===== src/rtl/cordic_spi_master.sv =====
// SPI mode-0 initiator for the cordic_fsm responder: sends one angle word, waits, then reads cos/sin.
// Optional miso 2-flop synchronizer enabled by defining CORDIC_SPI_MISO_SYNC_EN.
module cordic_spi_master #(
  parameter int unsigned DATA_WIDTH_CORDIC = 16,
  parameter int unsigned DATA_WIDTH_SPI    = 8,
  parameter int unsigned CLK_DIV           = 4,
  parameter int unsigned GAP_CYCLES        = 64
) (
  input  logic                         i_clk,
  input  logic                         rst,
  input  logic [DATA_WIDTH_CORDIC-1:0] i_angle,
  input  logic                         i_valid,
  output logic                         o_ready,
  output logic [DATA_WIDTH_CORDIC-1:0] o_cos,
  output logic [DATA_WIDTH_CORDIC-1:0] o_sin,
  output logic                         o_valid,
  output logic                         o_busy,
  output logic                         sclk,
  output logic                         mosi,
  input  logic                         miso,
  output logic                         cs_n
);

  localparam int unsigned DW      = DATA_WIDTH_CORDIC;
  localparam int unsigned NBYTES  = DATA_WIDTH_CORDIC / DATA_WIDTH_SPI;
  localparam int unsigned CNT_MAX = (GAP_CYCLES > 2 * CLK_DIV) ? GAP_CYCLES : 2 * CLK_DIV;
  localparam int unsigned CW      = $clog2(CNT_MAX + 1);
  localparam int unsigned BW      = (DATA_WIDTH_SPI > 1) ? $clog2(DATA_WIDTH_SPI) : 1;
  localparam int unsigned YW      = (NBYTES > 1) ? $clog2(NBYTES) : 1;

  localparam logic [CW-1:0] L_HALF      = CW'(CLK_DIV);
  localparam logic [CW-1:0] L_HALF_M1   = CW'(CLK_DIV - 1);
  localparam logic [CW-1:0] L_BIT_M1    = CW'(2 * CLK_DIV - 1);
  localparam logic [CW-1:0] L_GAP_M1    = CW'(GAP_CYCLES - 1);
  localparam logic [BW-1:0] L_BIT_LAST  = BW'(DATA_WIDTH_SPI - 1);
  localparam logic [YW-1:0] L_BYTE_LAST = YW'(NBYTES - 1);

  localparam logic [2:0] S_IDLE    = 3'd0;
  localparam logic [2:0] S_SETUP   = 3'd1;
  localparam logic [2:0] S_TX      = 3'd2;
  localparam logic [2:0] S_GAP     = 3'd3;
  localparam logic [2:0] S_RX      = 3'd4;
  localparam logic [2:0] S_HOLD    = 3'd5;
  localparam logic [2:0] S_RECOVER = 3'd6;

  if (CLK_DIV < 2) begin : g_chk_div
    $error("cordic_spi_master: CLK_DIV must be >= 2");
  end
  if (GAP_CYCLES < 1) begin : g_chk_gap
    $error("cordic_spi_master: GAP_CYCLES must be >= 1");
  end
  if ((DATA_WIDTH_CORDIC % DATA_WIDTH_SPI) != 0) begin : g_chk_width
    $error("cordic_spi_master: DATA_WIDTH_CORDIC must be a multiple of DATA_WIDTH_SPI");
  end

  logic [2:0]        r_state;
  logic [CW-1:0]     r_cnt;
  logic [BW-1:0]     r_bit;
  logic [YW-1:0]     r_byte;
  logic              r_word;
  logic [DW-1:0]     r_tx_sh;
  logic [2*DW-1:0]   r_rx_sh;
  logic              r_sclk;
  logic              r_mosi;
  logic              r_cs_n;
  logic              r_ready;
  logic              r_valid;
  logic [DW-1:0]     r_cos;
  logic [DW-1:0]     r_sin;

  logic [2:0]        w_state_d;
  logic [CW-1:0]     w_cnt_d;
  logic [BW-1:0]     w_bit_d;
  logic [YW-1:0]     w_byte_d;
  logic              w_word_d;
  logic [DW-1:0]     w_tx_sh_d;
  logic [2*DW-1:0]   w_rx_sh_d;
  logic              w_valid_d;
  logic [DW-1:0]     w_cos_d;
  logic [DW-1:0]     w_sin_d;
  logic              w_sclk_d;
  logic              w_mosi_d;
  logic              w_cs_n_d;
  logic              w_ready_d;
  logic [BW-1:0]     w_bit_nx;
  logic [YW-1:0]     w_byte_nx;
  logic              w_accept;
  logic              w_bit_end;
  logic              w_last_bit;
  logic              w_sample;
  logic              w_miso;

  assign w_accept   = i_valid & r_ready;
  assign w_bit_end  = (r_cnt == L_BIT_M1);
  assign w_last_bit = (r_bit == L_BIT_LAST) && (r_byte == L_BYTE_LAST);

`ifdef CORDIC_SPI_MISO_SYNC_EN
  logic r_miso_s1;
  logic r_miso_s2;

  if (CLK_DIV < 3) begin : g_chk_sync
    $error("cordic_spi_master: CLK_DIV must be >= 3 with the miso synchronizer");
  end

  always_ff @(posedge i_clk) begin
    if (rst) begin
      r_miso_s1 <= 1'b0;
      r_miso_s2 <= 1'b0;
    end else begin
      r_miso_s1 <= miso;
      r_miso_s2 <= r_miso_s1;
    end
  end

  // Sample late in the high phase so the synchronizer has caught up with the responder.
  assign w_miso   = r_miso_s2;
  assign w_sample = (r_state == S_RX) && w_bit_end;
`else
  assign w_miso   = miso;
  assign w_sample = (r_state == S_RX) && (r_cnt == L_HALF_M1);
`endif

  // Bit counter wraps within a byte; byte counter wraps within a word.
  always_comb begin
    w_bit_nx  = r_bit + 1'b1;
    w_byte_nx = r_byte;
    if (r_bit == L_BIT_LAST) begin
      w_bit_nx  = '0;
      w_byte_nx = (r_byte == L_BYTE_LAST) ? '0 : r_byte + 1'b1;
    end
  end

  always_comb begin
    w_state_d = r_state;
    w_cnt_d   = r_cnt + 1'b1;
    w_bit_d   = r_bit;
    w_byte_d  = r_byte;
    w_word_d  = r_word;
    w_tx_sh_d = r_tx_sh;
    w_rx_sh_d = r_rx_sh;
    w_valid_d = 1'b0;
    w_cos_d   = r_cos;
    w_sin_d   = r_sin;
    case (r_state)
      S_IDLE: begin
        w_cnt_d = '0;
        if (w_accept) begin
          w_state_d = S_SETUP;
          w_tx_sh_d = i_angle;
          w_bit_d   = '0;
          w_byte_d  = '0;
          w_word_d  = 1'b0;
        end
      end
      S_SETUP: begin
        if (r_cnt == L_HALF_M1) begin
          w_state_d = S_TX;
          w_cnt_d   = '0;
        end
      end
      S_TX: begin
        if (w_bit_end) begin
          w_cnt_d   = '0;
          w_tx_sh_d = r_tx_sh << 1;
          w_bit_d   = w_bit_nx;
          w_byte_d  = w_byte_nx;
          if (w_last_bit) begin
            w_state_d = S_GAP;
          end
        end
      end
      S_GAP: begin
        if (r_cnt == L_GAP_M1) begin
          w_state_d = S_RX;
          w_cnt_d   = '0;
        end
      end
      S_RX: begin
        if (w_sample) begin
          w_rx_sh_d = {r_rx_sh[2*DW-2:0], w_miso};
        end
        if (w_bit_end) begin
          w_cnt_d  = '0;
          w_bit_d  = w_bit_nx;
          w_byte_d = w_byte_nx;
          if (w_last_bit) begin
            w_word_d = ~r_word;
            if (r_word) begin
              w_state_d = S_HOLD;
            end
          end
        end
      end
      S_HOLD: begin
        if (r_cnt == L_HALF_M1) begin
          w_state_d = S_RECOVER;
          w_cnt_d   = '0;
          w_valid_d = 1'b1;
          w_cos_d   = r_rx_sh[2*DW-1:DW];
          w_sin_d   = r_rx_sh[DW-1:0];
        end
      end
      S_RECOVER: begin
        if (r_cnt == L_HALF_M1) begin
          w_state_d = S_IDLE;
          w_cnt_d   = '0;
        end
      end
      default: begin
        w_state_d = S_IDLE;
        w_cnt_d   = '0;
      end
    endcase
  end

  // Pin values are registered from the next state so every output is glitch-free.
  always_comb begin
    w_sclk_d  = ((w_state_d == S_TX) || (w_state_d == S_RX)) && (w_cnt_d >= L_HALF);
    w_mosi_d  = ((w_state_d == S_SETUP) || (w_state_d == S_TX)) ? w_tx_sh_d[DW-1] : 1'b0;
    w_cs_n_d  = (w_state_d == S_IDLE) || (w_state_d == S_RECOVER);
    w_ready_d = (w_state_d == S_IDLE);
  end

  always_ff @(posedge i_clk) begin
    if (rst) begin
      r_state <= S_IDLE;
      r_cnt   <= '0;
      r_bit   <= '0;
      r_byte  <= '0;
      r_word  <= 1'b0;
      r_tx_sh <= '0;
      r_rx_sh <= '0;
      r_sclk  <= 1'b0;
      r_mosi  <= 1'b0;
      r_cs_n  <= 1'b1;
      r_ready <= 1'b0;
      r_valid <= 1'b0;
      r_cos   <= '0;
      r_sin   <= '0;
    end else begin
      r_state <= w_state_d;
      r_cnt   <= w_cnt_d;
      r_bit   <= w_bit_d;
      r_byte  <= w_byte_d;
      r_word  <= w_word_d;
      r_tx_sh <= w_tx_sh_d;
      r_rx_sh <= w_rx_sh_d;
      r_sclk  <= w_sclk_d;
      r_mosi  <= w_mosi_d;
      r_cs_n  <= w_cs_n_d;
      r_ready <= w_ready_d;
      r_valid <= w_valid_d;
      r_cos   <= w_cos_d;
      r_sin   <= w_sin_d;
    end
  end

  assign o_ready = r_ready;
  assign o_valid = r_valid;
  assign o_cos   = r_cos;
  assign o_sin   = r_sin;
  assign o_busy  = (r_state != S_IDLE);
  assign sclk    = r_sclk;
  assign mosi    = r_mosi;
  assign cs_n    = r_cs_n;

endmodule


===== config.mk =====
export PLATFORM = sky130hd
export DESIGN_NAME = cordic_spi_master
export DESIGN_NICKNAME = d
export VERILOG_FILES = /design/src/rtl/cordic_spi_master.sv
export SDC_FILE = /design/constraint.sdc
export NUM_CORES = 1
export LEC_CHECK = 0
export CAP_MARGIN = 20
export CORE_MARGIN = 1
export CORE_UTILIZATION = 40
export CTS_BUF_LIST = sky130_fd_sc_hd__clkbuf_4 sky130_fd_sc_hd__clkbuf_8
export CTS_CLUSTER_SIZE = 25
export DETAILED_ROUTE_END_ITERATION = 8
export SETUP_SLACK_MARGIN = 0.1
export SYNTH_ARGS = -nofsm -noshare
export SYNTH_HDL_FRONTEND = slang
export SYNTH_SLANG_ARGS = --single-unit

===== constraint.sdc =====
create_clock -name i_clk -period 2.41 [get_ports i_clk]
set_clock_uncertainty 0.1 [all_clocks]
set_input_delay 0.723 -clock i_clk [delete_from_list [all_inputs] [get_ports i_clk]]
set_output_delay 0.723 -clock i_clk [all_outputs]
set_load 0.005 [all_outputs]

Word-level counts from Yosys, hierarchy flattened

Cells that the tools add are included.

ROM bits: 0
Output and inout port bits: 38
Word-level logic and storage cells: 96
Memories kept: 0
Input bits: 20
Register bits: 100
RAM bits: 0
Bits in latches: 0

Mux-type cells: 31
Bitwise operators: 4
Reduce and logical (&&, ||, !) cells: 22
Magnitude comparators: 1
Divide/modulo/power cells: 0
Shift operators: 0
Eq/ne operators: 20
Add/subtract/negate cells: 3
Multipliers: 0

Operator list:

| cell                  | number |
|---|---|
| $mux W3               | 13 |
| $mux W16              | 2 |
| $pmux W16 S2          | 1 |
| $mux W7               | 3 |
| $pmux W3 S7           | 1 |
| $pmux W7 S3           | 1 |
| $eq A3 B3 Y1 const B  | 6 |
| $eq A3 B2 Y1 const B  | 3 |
| $ne A2 B2 Y1 const B  | 4 |
| $reduce_and A4 Y1     | 2 |
| $add A7 B1 Y7 const B | 1 |
| $eq A7 B2 Y1 const B  | 1 |
| $eq A7 B3 Y1 const B  | 1 |
| $eq A7 B6 Y1 const B  | 1 |
| $ge A7 B3 Y1 const B  | 1 |
| $mux W1               | 7 |
| $eq A3 B1 Y1 const B  | 2 |
| $logic_not A3 Y1      | 2 |
| $pmux W3 S2           | 1 |
| $reduce_and A3 Y1     | 2 |
| $reduce_bool A2 Y1    | 3 |
| $reduce_or A2 Y1      | 3 |
| $ne A2 B1 Y1 const B  | 2 |
| $pmux W1 S2           | 2 |
| other kinds (9)       | 16 |

Longest topological paths before layout

Gate-level depths: netlist (run 1).

Word-level depth: 9
Depth in mapped cells: 9
Gate-level depth less buffers: 7

Least setup slack after synthesis (run 1)

No wires, ideal clock.

Path kind: flip-flop to flip-flop
Start point: reg r_cnt[0]
End point: reg r_sclk, in the netlist sclk
Cell stages (with the launch flop): 8
Library setup time: 0.129 ns
Buffers on the path: 1
Setup slack: 0.286 ns
Arrival time: 1.895 ns
Cell sequence: dfxtp_1 > ha_1 > or4b_1 > buf_6 > o311ai_2 > o311ai_2 > o211ai_1 > a311oi_1

Longest elaborated chain between the ends: 6
Elaborated cells between the ends (all ways): 20
Those cells by class: add/sub (1); order compare (1); eq/ne (5); mux (11); reduce/logical (2)

RTL lines:

| what                                                                  | RTL line | source |
|---|---|---|
| start, declared                                                       | 57       | `logic [CW-1:0] r_cnt;` |
| start signal, assigned                                                | 242      | `r_cnt <= w_cnt_d;` |
| parallel branches: the longest is 5 deep, another holds $add A7 B1 Y7 | -        |  |
| $logic_and A1 B1 Y1 *                                                 | 218      | `w_sclk_d = ((w_state_d == S_TX) \|\| (w_state_d == S_RX)) && (w_cnt_d >= L_HALF);` |
| end signal, assigned                                                  | 248      | `r_sclk <= w_sclk_d;` |
| end, declared                                                         | 63       | `logic r_sclk;` |

Mark *: on every way between the ends.
A chain may end at the register's enable or synchronous reset.

Final worst setup path (run 1)

Same ends and word-level chain as after synthesis.

==> results.toml, run 1 <==
[outcome]
status = "complete, no violations"

[cells_and_area]
antennaDiodeCount = 0
design_area_sq_um = 5070
area_growth_pct = 25.88
final_core_util_pct = 51.87
drive_gt1_share_pct = 10.81
multi_input_area_sq_um = 1872
seq_area_sq_um = 2007
fillCellCount = 978
fin_nets = 573

[die]
io_pins = 58
die_area_sq_um = 10470
die_h_microns = 102.3
start_util_pct = 41.21
die_w_microns = 102.3
core_area_sq_um = 9774
std_cell_rows = 36

[synth]
synth-seq-cells = 100
synth_cell_type_count = 50
synth_area_leader_cell = "dfxtp_1"
synthArstFlopShare_pct = 0
syn_area_sq_um = 4028
ys.flop_type = "dfxtp_1"
synth_edf_count = 0
ys_top_cells_by_area = "dfxtp_1 50%, nand2_1 14%, a21oi_1 11%"
synth_area_per_cell_sq_um = 8.203
synth_fp_nets = 514
synth_commonest_cells = "155 x nand2_1, 100 x dfxtp_1, 89 x a21oi_1"
yosys_warnings = 0
syn_inst = 491
synth_top_area_share_pct = 49.70
seq_area_frac_synth_pct = 49.70
synthMostInstantiatedCell = "nand2_1"

[clock_tree]
clock-sinks = 100
cts_root_buf = "clkbuf_8"
clk_pin_slew_ps = 110
htreeDepth = 3
clockBufferDepth = 2
worst_skew_pair.late_latency_ps = 370
cts_buffers = 9
cts_tree = "done"

[setup_path]
required_ps = 2570
r2r_end = "sclk"
reg2reg_slack_ps = 170
crit_path_start_kind = "flip-flop"
rr_worst_depth = 7
endpoint_kind = "flip-flop"
arrival_ps = 2400
critPathMaxFanout = 10
critical_path_class = "flip-flop to flip-flop"
r2r-start = "r_cnt[0]"

[global_route]
grt_max_degree = 65
grt-ovfl-total = 0
antenna_found_initial = 0
grt_util_all_layers_pct = 17.81
grt_pass1_wl_mm = 14.75
grt_pass1_vias = 3147

[timing]
timing.hold.ws_ps = 314.2
setup_tns_ps = 0
slew_headroom_pct = 57.76
setup_violations = 0
rsz0062_at_grt = "no"
timing.final.crit_period_ps = 2239
worstMarginPinSlew_ps = 633.5
min_period_over_period_pct = 92.91
max_freq_mhz = 446.6
finalHoldViolCount = 0
drv_slew = 0

[pwr]
finalPower_mw = 3.176
p_leak_nw = 1.699
peakVddDrop_mv = 0.3221
powerDensity_nw_per_um2 = 626.4

[hold_path]
hp-class = "flip-flop to flip-flop"
hold_depth = 1
min_from = "r_cnt[0]"
min_to = "r_cnt[0]"

[drt]
drc_errors = 0
finalWirelength_mm = 8.900
routed-via-count = 3506
ant_nets = 0
wl_per_cell_microns = 12.94
drtIter0Drc = 140
firstDrtPassIters = 4
via_per_inst = 5.096

[placement]
place_area_sq_um = 4798
place.gp.congestion = 0.8734
io_buffers = 57
hpwl_mm = 5.765

[flow_run]
cap_viol_max_count = 0
-- cells by family (layout without fill, tap and decap cells) --
group	after synthesis	count (layout)	synth area share, %
and+or+nand+nor	215	215	23.80
AOI/OAI and AO/OA	126	126	18.76
DFF	100	100	49.70
buffers and inverters	38	102	4.846
xor gates and xnor gates	9	9	1.957
adders and majority gates	3	3	0.9321
-- cell usage in the layout (no fill, tap or decap), types with 7 or more instances in the layout --
| master | Yosys | final |
|---|---|---|
| dfxtp_1 | 100 | 98 |
| clkbuf_8 | 0 | 9 |
| clkdlybuf4s50_1 | 0 | 55 |
| nand2_1 | 155 | 155 |
| a22oi_1 | 14 | 14 |
| a21oi_1 | 89 | 89 |
| buf_4 | 1 | 22 |
| nor2_1 | 15 | 15 |
| xnor2_1 | 7 | 7 |
| nand3_1 | 7 | 7 |
-- metrics by stage --
step / cells / setup WS, ps
4_1_cts: 686 / 113.5
3_3_place_gp: 670 / 118.0
5_1_grt: 688 / 103.4
3_5_place_dp: 670 / 52.31
2_1_floorplan: 491 / 286.1
6_report: 688 / 170.8
-- layout make-up --
type / instances / area share (%)
Inverter: 3 / 0.2221
Clock inverter: 7 / 1.678
Clock buffer: 9 / 2.443
Tap cell: 133 / 3.282
Timing Repair Buffer: 83 / 15.87
Multi-Input combinational cell: 353 / 36.92
Sequential cell: 100 / 39.59
-- worst max-delay path, stage by stage (launching register included) --
cell	delay (ps)
dfxtp_2	350
ha_1	150
or4b_4	470
buf_6	170
o311ai_2	290
o311ai_2	190
o211ai_1	280
a311oi_1	120
-- flip-flops by register name, indices dropped and copies added, names as in the netlist --
register	flops
r_rx_sh	32
o_cos	16
o_sin	16
r_tx_sh	16
r_cnt	7
r_bit	3
r_state	3
cs_n	1
mosi	1
o_ready	1
o_valid	1
r_byte	1
r_word	1
sclk	1
-- layer usage --
| layer | up-vias | global-route usage (%) | routed length [microns] |
|---|---|---|---|
| met5 | - | 0 | 0 |
| met4 | 0 | 5.604 | 93 |
| met3 | 10 | 4.104 | 392 |
| met2 | 67 | 27.67 | 4110 |
| met1 | 1655 | 24.49 | 4303 |
| li1 | 1774 | - | - |
-- report_power, final --
| group | internal (mW) | switching, mW |
|---|---|---|
| sequential | 1.69 | 0.0294 |
| combinational | 0.178 | 0.185 |
| clock | 0.414 | 0.676 |
-- worst max-delay path by stage --
stage | cells past startpoint | to | start
6_report | 7 | sclk | r_cnt[0]
2_1_floorplan | 7 | sclk | r_cnt[0]
5_1_grt | 8 | mosi | r_cnt[0]
3_5_place_dp | 5 | sclk | i_valid
3_3_place_gp | 5 | sclk | i_valid
4_1_cts | 3 | o_busy | r_state[1]
-- what timing repair did --
| item | CTS | global route |
|---|---|---|
| pin swaps | 0 | 4 |
| hold buffers | 0 | 0 |
| endpoints found under the setup margin | 1 | 22 |
| buffers inserted | 0 | 2 |
| gates resized for setup | 2 | 8 |
Power figures use the tool's default switching activity.
==> inputs of run 2 (changes only) <==
Settings changed: CORE_UTILIZATION 40 to 26, GPL_ROUTABILITY_DRIVEN set to 0.
==> run 2 against run 1 <==
Critical path depth shrank 4. Largest power group unchanged. First-iteration DRC count up 100%. Clock power about the same. Highest routed layer unchanged. Cell area increased by 0.30%. Core utilization decreased by 18 points. Non-clock buffer count fell by 2. Via count fell by 1.6%. Sequential share of layout area decreased by 0.22 points.
==> results.toml, run 2 (synthesized netlist as in run 1, its figures left out) <==
[cells_and_area]
fin_nets = 571
drive_gt1_share_pct = 10.14
layout_commonest_cell = "nand2_1"
antennaDiodeCount = 0
largest_register_ffs = 32
fillCellCount = 1563
final_core_util_pct = 33.57
area_growth_pct = 26.25
top_register = "r_rx_sh"
final_cell_mix = "155 x nand2_1, 100 x dfxtp_1, 89 x a21oi_1"

[timing]
max_freq_mhz = 450.6
setup_violations = 0
drv_slew = 0
finalHoldViolCount = 0
rsz0062_at_grt = "yes"
worstMarginPinSlew_ps = 645.7
slew_headroom_pct = 56.95
timing.final.crit_period_ps = 2219
min_period_over_period_pct = 92.09
setup_tns_ps = 0

[setup_path]
r2r_end = "mosi"
endpoint_kind = "primary output"
crit_path_start_kind = "flip-flop"
rr_worst_depth = 7
required_ps = 1590
r2r-start = "r_cnt[0]"
reg2reg_slack_ps = 210
critPathMaxFanout = 2
arrival_ps = 1400
critical_path_class = "flip-flop to primary output"

[pwr]
p_leak_nw = 1.660
peakVddDrop_mv = 0.2811
powerDensity_nw_per_um2 = 617.2

[drt]
via_per_inst = 4.664
routed-via-count = 3451
ant_nets = 0
finalWirelength_mm = 8.950
drc_errors = 0
firstDrtPassIters = 4
drtIter0Drc = 286
wl_per_cell_microns = 12.09

[clock_tree]
cts_tree = "done"
clk_pin_slew_ps = 90
worst_skew_pair.late_latency_ps = 370
cts_buffers = 9
cts_root_buf = "clkbuf_8"
clock-sinks = 100
cts_setup_buffers = 0
htreeDepth = 3
cts_hold_buf = 0
clockBufferDepth = 2

[hold_path]
min_to = "o_cos[10]"
hold_depth = 2
min_from = "o_cos[10]"
hp-class = "flip-flop to flip-flop"

[global_route]
antenna_found_initial = 0
grt_pass1_vias = 3246
grt_pass1_wl_mm = 15.32
grt_max_degree = 65
grt-ovfl-total = 0
grt_util_all_layers_pct = 11.89

[die]
std_cell_rows = 45
die_w_microns = 126.5
start_util_pct = 26.59
core_area_sq_um = 15150
die_h_microns = 126.5
io_pins = 58
die_area_sq_um = 15990

[flow_run]
cap_viol_max_count = 0

[placement]
hpwl_mm = 6.068
io_buffers = 57

[outcome]
status = "complete, no violations"
==> run 2: worst max-delay path by stage <==
stage                          start  endpoint  slack (ps)  cells past startpoint
after detailed placement     i_valid      sclk          80                      5
after CTS                 r_state[2]    o_busy         140                      3
after global routing        r_cnt[0]  r_cnt[6]         100                      7
after floorplan             r_cnt[0]      sclk         290                      7
final                     r_state[2]    o_busy         190                      3
after global placement       i_valid      sclk          90                      5
==> run 2: area by class of cell <==
cell class | instances | area [sq um] | share of cell area, %
Clock buffer | 10 | 131.4 | 2.584
Clock inverter | 5 | 62.56 | 1.230
Inverter | 3 | 11.26 | 0.2215
Multi-Input combinational cell | 353 | 1859 | 36.56
Sequential cell | 100 | 2002 | 39.37
Tap cell | 188 | 235.2 | 4.626
Timing Repair Buffer | 81 | 783.3 | 15.40
==> run 2: layer usage <==
metal  wire, microns  vias up  track usage [%]
met4             160        0            4.607
met5               0        -                0
met2            4102       67            18.72
li1                -     1779                -
met3             450       14            4.260
met1            4236     1591            14.83
==> run 2: critical path: stages (launching register included) <==
cell             delay, ps
dfxtp_1                320
nor3_2                 200
inv_1                   60
clkdlybuf4s50_1        450
==> run 2: timing repair <==
| action | in CTS | in global routing |
|---|---|---|
| gates resized for setup | 2 | 3 |
| endpoints found under the setup margin | 10 | 37 |
| hold endpoints to repair | 0 | 0 |
| pin swaps | 0 | 2 |
==> run 2: stage by stage <==
stage | hold WS (ps) | power, mW | area (sq um) | std cells | worst slack [ps]
after floorplan | 313.2 | 1.959 | 4028 | 491 | 286.1
after global placement | 328.7 | 2.105 | 4867 | 725 | 91.54
after detailed placement | 345.2 | 2.111 | 4867 | 725 | 78.50
after CTS | 358.1 | 3.194 | 5070 | 740 | 143.2
after global routing | 379.7 | 3.298 | 5085 | 740 | 95.62
final | 354.8 | 3.138 | 5085 | 740 | 190.6
==> run 2: power by group <==
part | total [mW] | switching (mW) | internal [mW]
logic | 0.360 | 0.190 | 0.170
clock network | 1.06 | 0.572 | 0.491
registers | 1.72 | 0.0231 | 1.69
==> inputs of run 3 (changes only) <==
Clock period 2.41 ns to 2 ns, I/O delays scaled along.
==> run 3 against run 2 <==
The flow now finishes with violations (setup timing). First-iteration DRC count decreased by 31%. Setup slack got worse by 310 ps. Via count grew 6.8%. Critical endpoint is now mosi. Largest cell class is now multi-input combinational cells.
==> results.toml, run 3 (synthesized netlist as in run 1, its figures left out) <==
[clock_tree]
clk_pin_slew_ps = 100
clock-sinks = 100
worst_skew_pair.late_latency_ps = 370
cts_buffers = 9
cts_tree = "done"
htreeDepth = 3
cts_root_buf = "clkbuf_8"
cts_hold_buf = 0
clockBufferDepth = 2

[pwr]
switching_share_pct = 27.21
finalPower_mw = 3.881
powerDensity_nw_per_um2 = 654.4
peakVddDrop_mv = 0.3489
clkPwrFrac_pct = 32.5
p_leak_nw = 2.136
power_frac_comb_pct = 14.0
switching_power_mw = 1.056
p_int_mw = 2.825
seq_power_share_pct = 53.5

[setup_path]
cp_top_family = "simple AND/OR/NAND/NOR gates"
max_stage_delay_ps = 460
critical_path_class = "flip-flop to flip-flop"
arrival_ps = 2310
r2r-start = "r_cnt[1]"
crit_path_start_kind = "flip-flop"
critPathMaxFanout = 8
crit_chain = "ha_4, or4b_4, buf_8, a2111oi_4, nor4_2, buf_4, xnor2_1, nor4b_2"
rr_worst_depth = 8
cp_num_buf_inv = 2
required_ps = 2190
reg2reg_slack_ps = -120
slowest_stage = "or4b_4"
endpoint_kind = "flip-flop"
r2r_end = "mosi"

[cells_and_area]
largest_register_ffs = 32
antennaDiodeCount = 0
design_area_sq_um = 5931
final_cell_count_no_fill = 772
fin_nets = 602
final_core_util_pct = 39.16
area_growth_pct = 47.25
layout_commonest_cell = "nand2_1"
top_register = "r_rx_sh"
drive_gt1_share_pct = 35.10
final_cell_mix = "121 x nand2_1, 68 x dfxtp_1, 59 x a21oi_1"

[placement]
placed_cells = 744
place_area_sq_um = 5095
io_buffers = 57
dp_slack_ps = -224.8
hpwl_mm = 6.390

[drt]
via_per_inst = 4.773
wl_per_cell_microns = 13.34
finalWirelength_mm = 10.30
firstDrtPassIters = 4
ant_nets = 0
routed-via-count = 3685
drc_errors = 0
drtIter0Drc = 196

[timing]
slew_headroom_pct = 71.71
drv_slew = 0
min_period_over_period_pct = 106.1
rsz0062_at_grt = "yes"
worstMarginPinSlew_ps = 424.3
max_freq_mhz = 471.3
finalHoldViolCount = 0
timing.final.crit_period_ps = 2122
setup_violations = 87
final.setup.worst_slack_ps = -121.7

[hold_path]
min_from = "o_sin[6]"
hold_depth = 2
hp-class = "flip-flop to flip-flop"
min_to = "o_sin[6]"

[flow_run]
cap_viol_max_count = 0

[die]
io_pins = 58
die_w_microns = 126.5
core_area_sq_um = 15150
die_h_microns = 126.5
start_util_pct = 26.59
die_area_sq_um = 15990
std_cell_rows = 45

[global_route]
grt_pass1_vias = 3371
use_met3_pct = 2.952
gr-usage-met2_pct = 21.64
met1_usage_pct = 14.87
top_usage_layer = "met2"
antenna_found_initial = 0
grt_max_degree = 66
grt_util_all_layers_pct = 12.34
grt_pass1_wl_mm = 15.90
grt-ovfl-total = 0

[outcome]
failed_checks = "setup timing"
status = "finished with violations"
-- run 3: changes by cell type in the layout (fill, tap and decap cells not counted), sizes merged --
| cell | change |
|---|---|
| dlymetal6s2s | +1 |
| dlygate4sd2 | +35 |
| clkinv | +1 |
| buf | +30 |
| clkbuf | +3 |
| clkinvlp | -1 |
| bufinv | -1 |
| clkdlybuf4s50 | -37 |
| inv | +1 |
-- run 3: how the worst max path moves through the flow --
| stage | startpoint | end | slack [ps] | cells after the start |
|---|---|---|---|---|
| floorplan | r_cnt[3] | sclk | 30 | 7 |
| global placement | i_valid | mosi | -170 | 6 |
| detailed placement | i_valid | sclk | -220 | 5 |
| CTS | r_cnt[1] | mosi | -120 | 8 |
| global route | r_cnt[1] | sclk | -190 | 7 |
| finish | r_cnt[1] | mosi | -120 | 8 |
-- run 3: power groups by stage --
stage | Combinational, mW | Sequential, mW | Clock [mW]
finish | 0.543 | 2.08 | 1.26
global placement | 0.478 | 2.12 | 0
global route | 0.592 | 2.09 | 1.38
floorplan | 0.260 | 2.11 | 0
CTS | 0.502 | 2.08 | 1.30
detailed placement | 0.487 | 2.12 | 0
-- run 3: layer usage --
layer	wire, microns	part of all wire, %	vias to the layer above
li1	-	-	1847
met1	4546	44	1746
met2	5260	51	78
met3	378	3.7	14
met4	116	1.1	0
met5	0	0	-
-- run 3: per-stage QoR --
step	hold WS (ps)	setup TNS (ps)
after floorplan	315.8	0
after global placement	341.5	-4956
after detailed placement	346.5	-7709
after CTS	358.0	-5849
after global routing	368.8	-12040
final	354.0	-5939
-- run 3: layout make-up --
cell class,count,area [sq um]
fillers,1468,9215
multi-input cells,353,2320
flip-flops and latches,100,2042
repair buffers,112,1132
well taps,188,235.2
clock buffers,11,145.1
clock inverters,5,45.04
inverters,3,11.26
-- run 3: what timing repair did --
| action | CTS | global route |
|---|---|---|
| resized for setup | 94 | 101 |
| gates cloned | 2 | 2 |
| pin swaps | 7 | 32 |
| setup buffers | 7 | 1 |
| endpoints found under the setup margin | 127 | 98 |
-- run 3: tightest hold or removal path, cell delays in order, from the launching register on --
cell     delay [ps]
dfxtp_2         330
nand2_1          40
a21oi_1          50
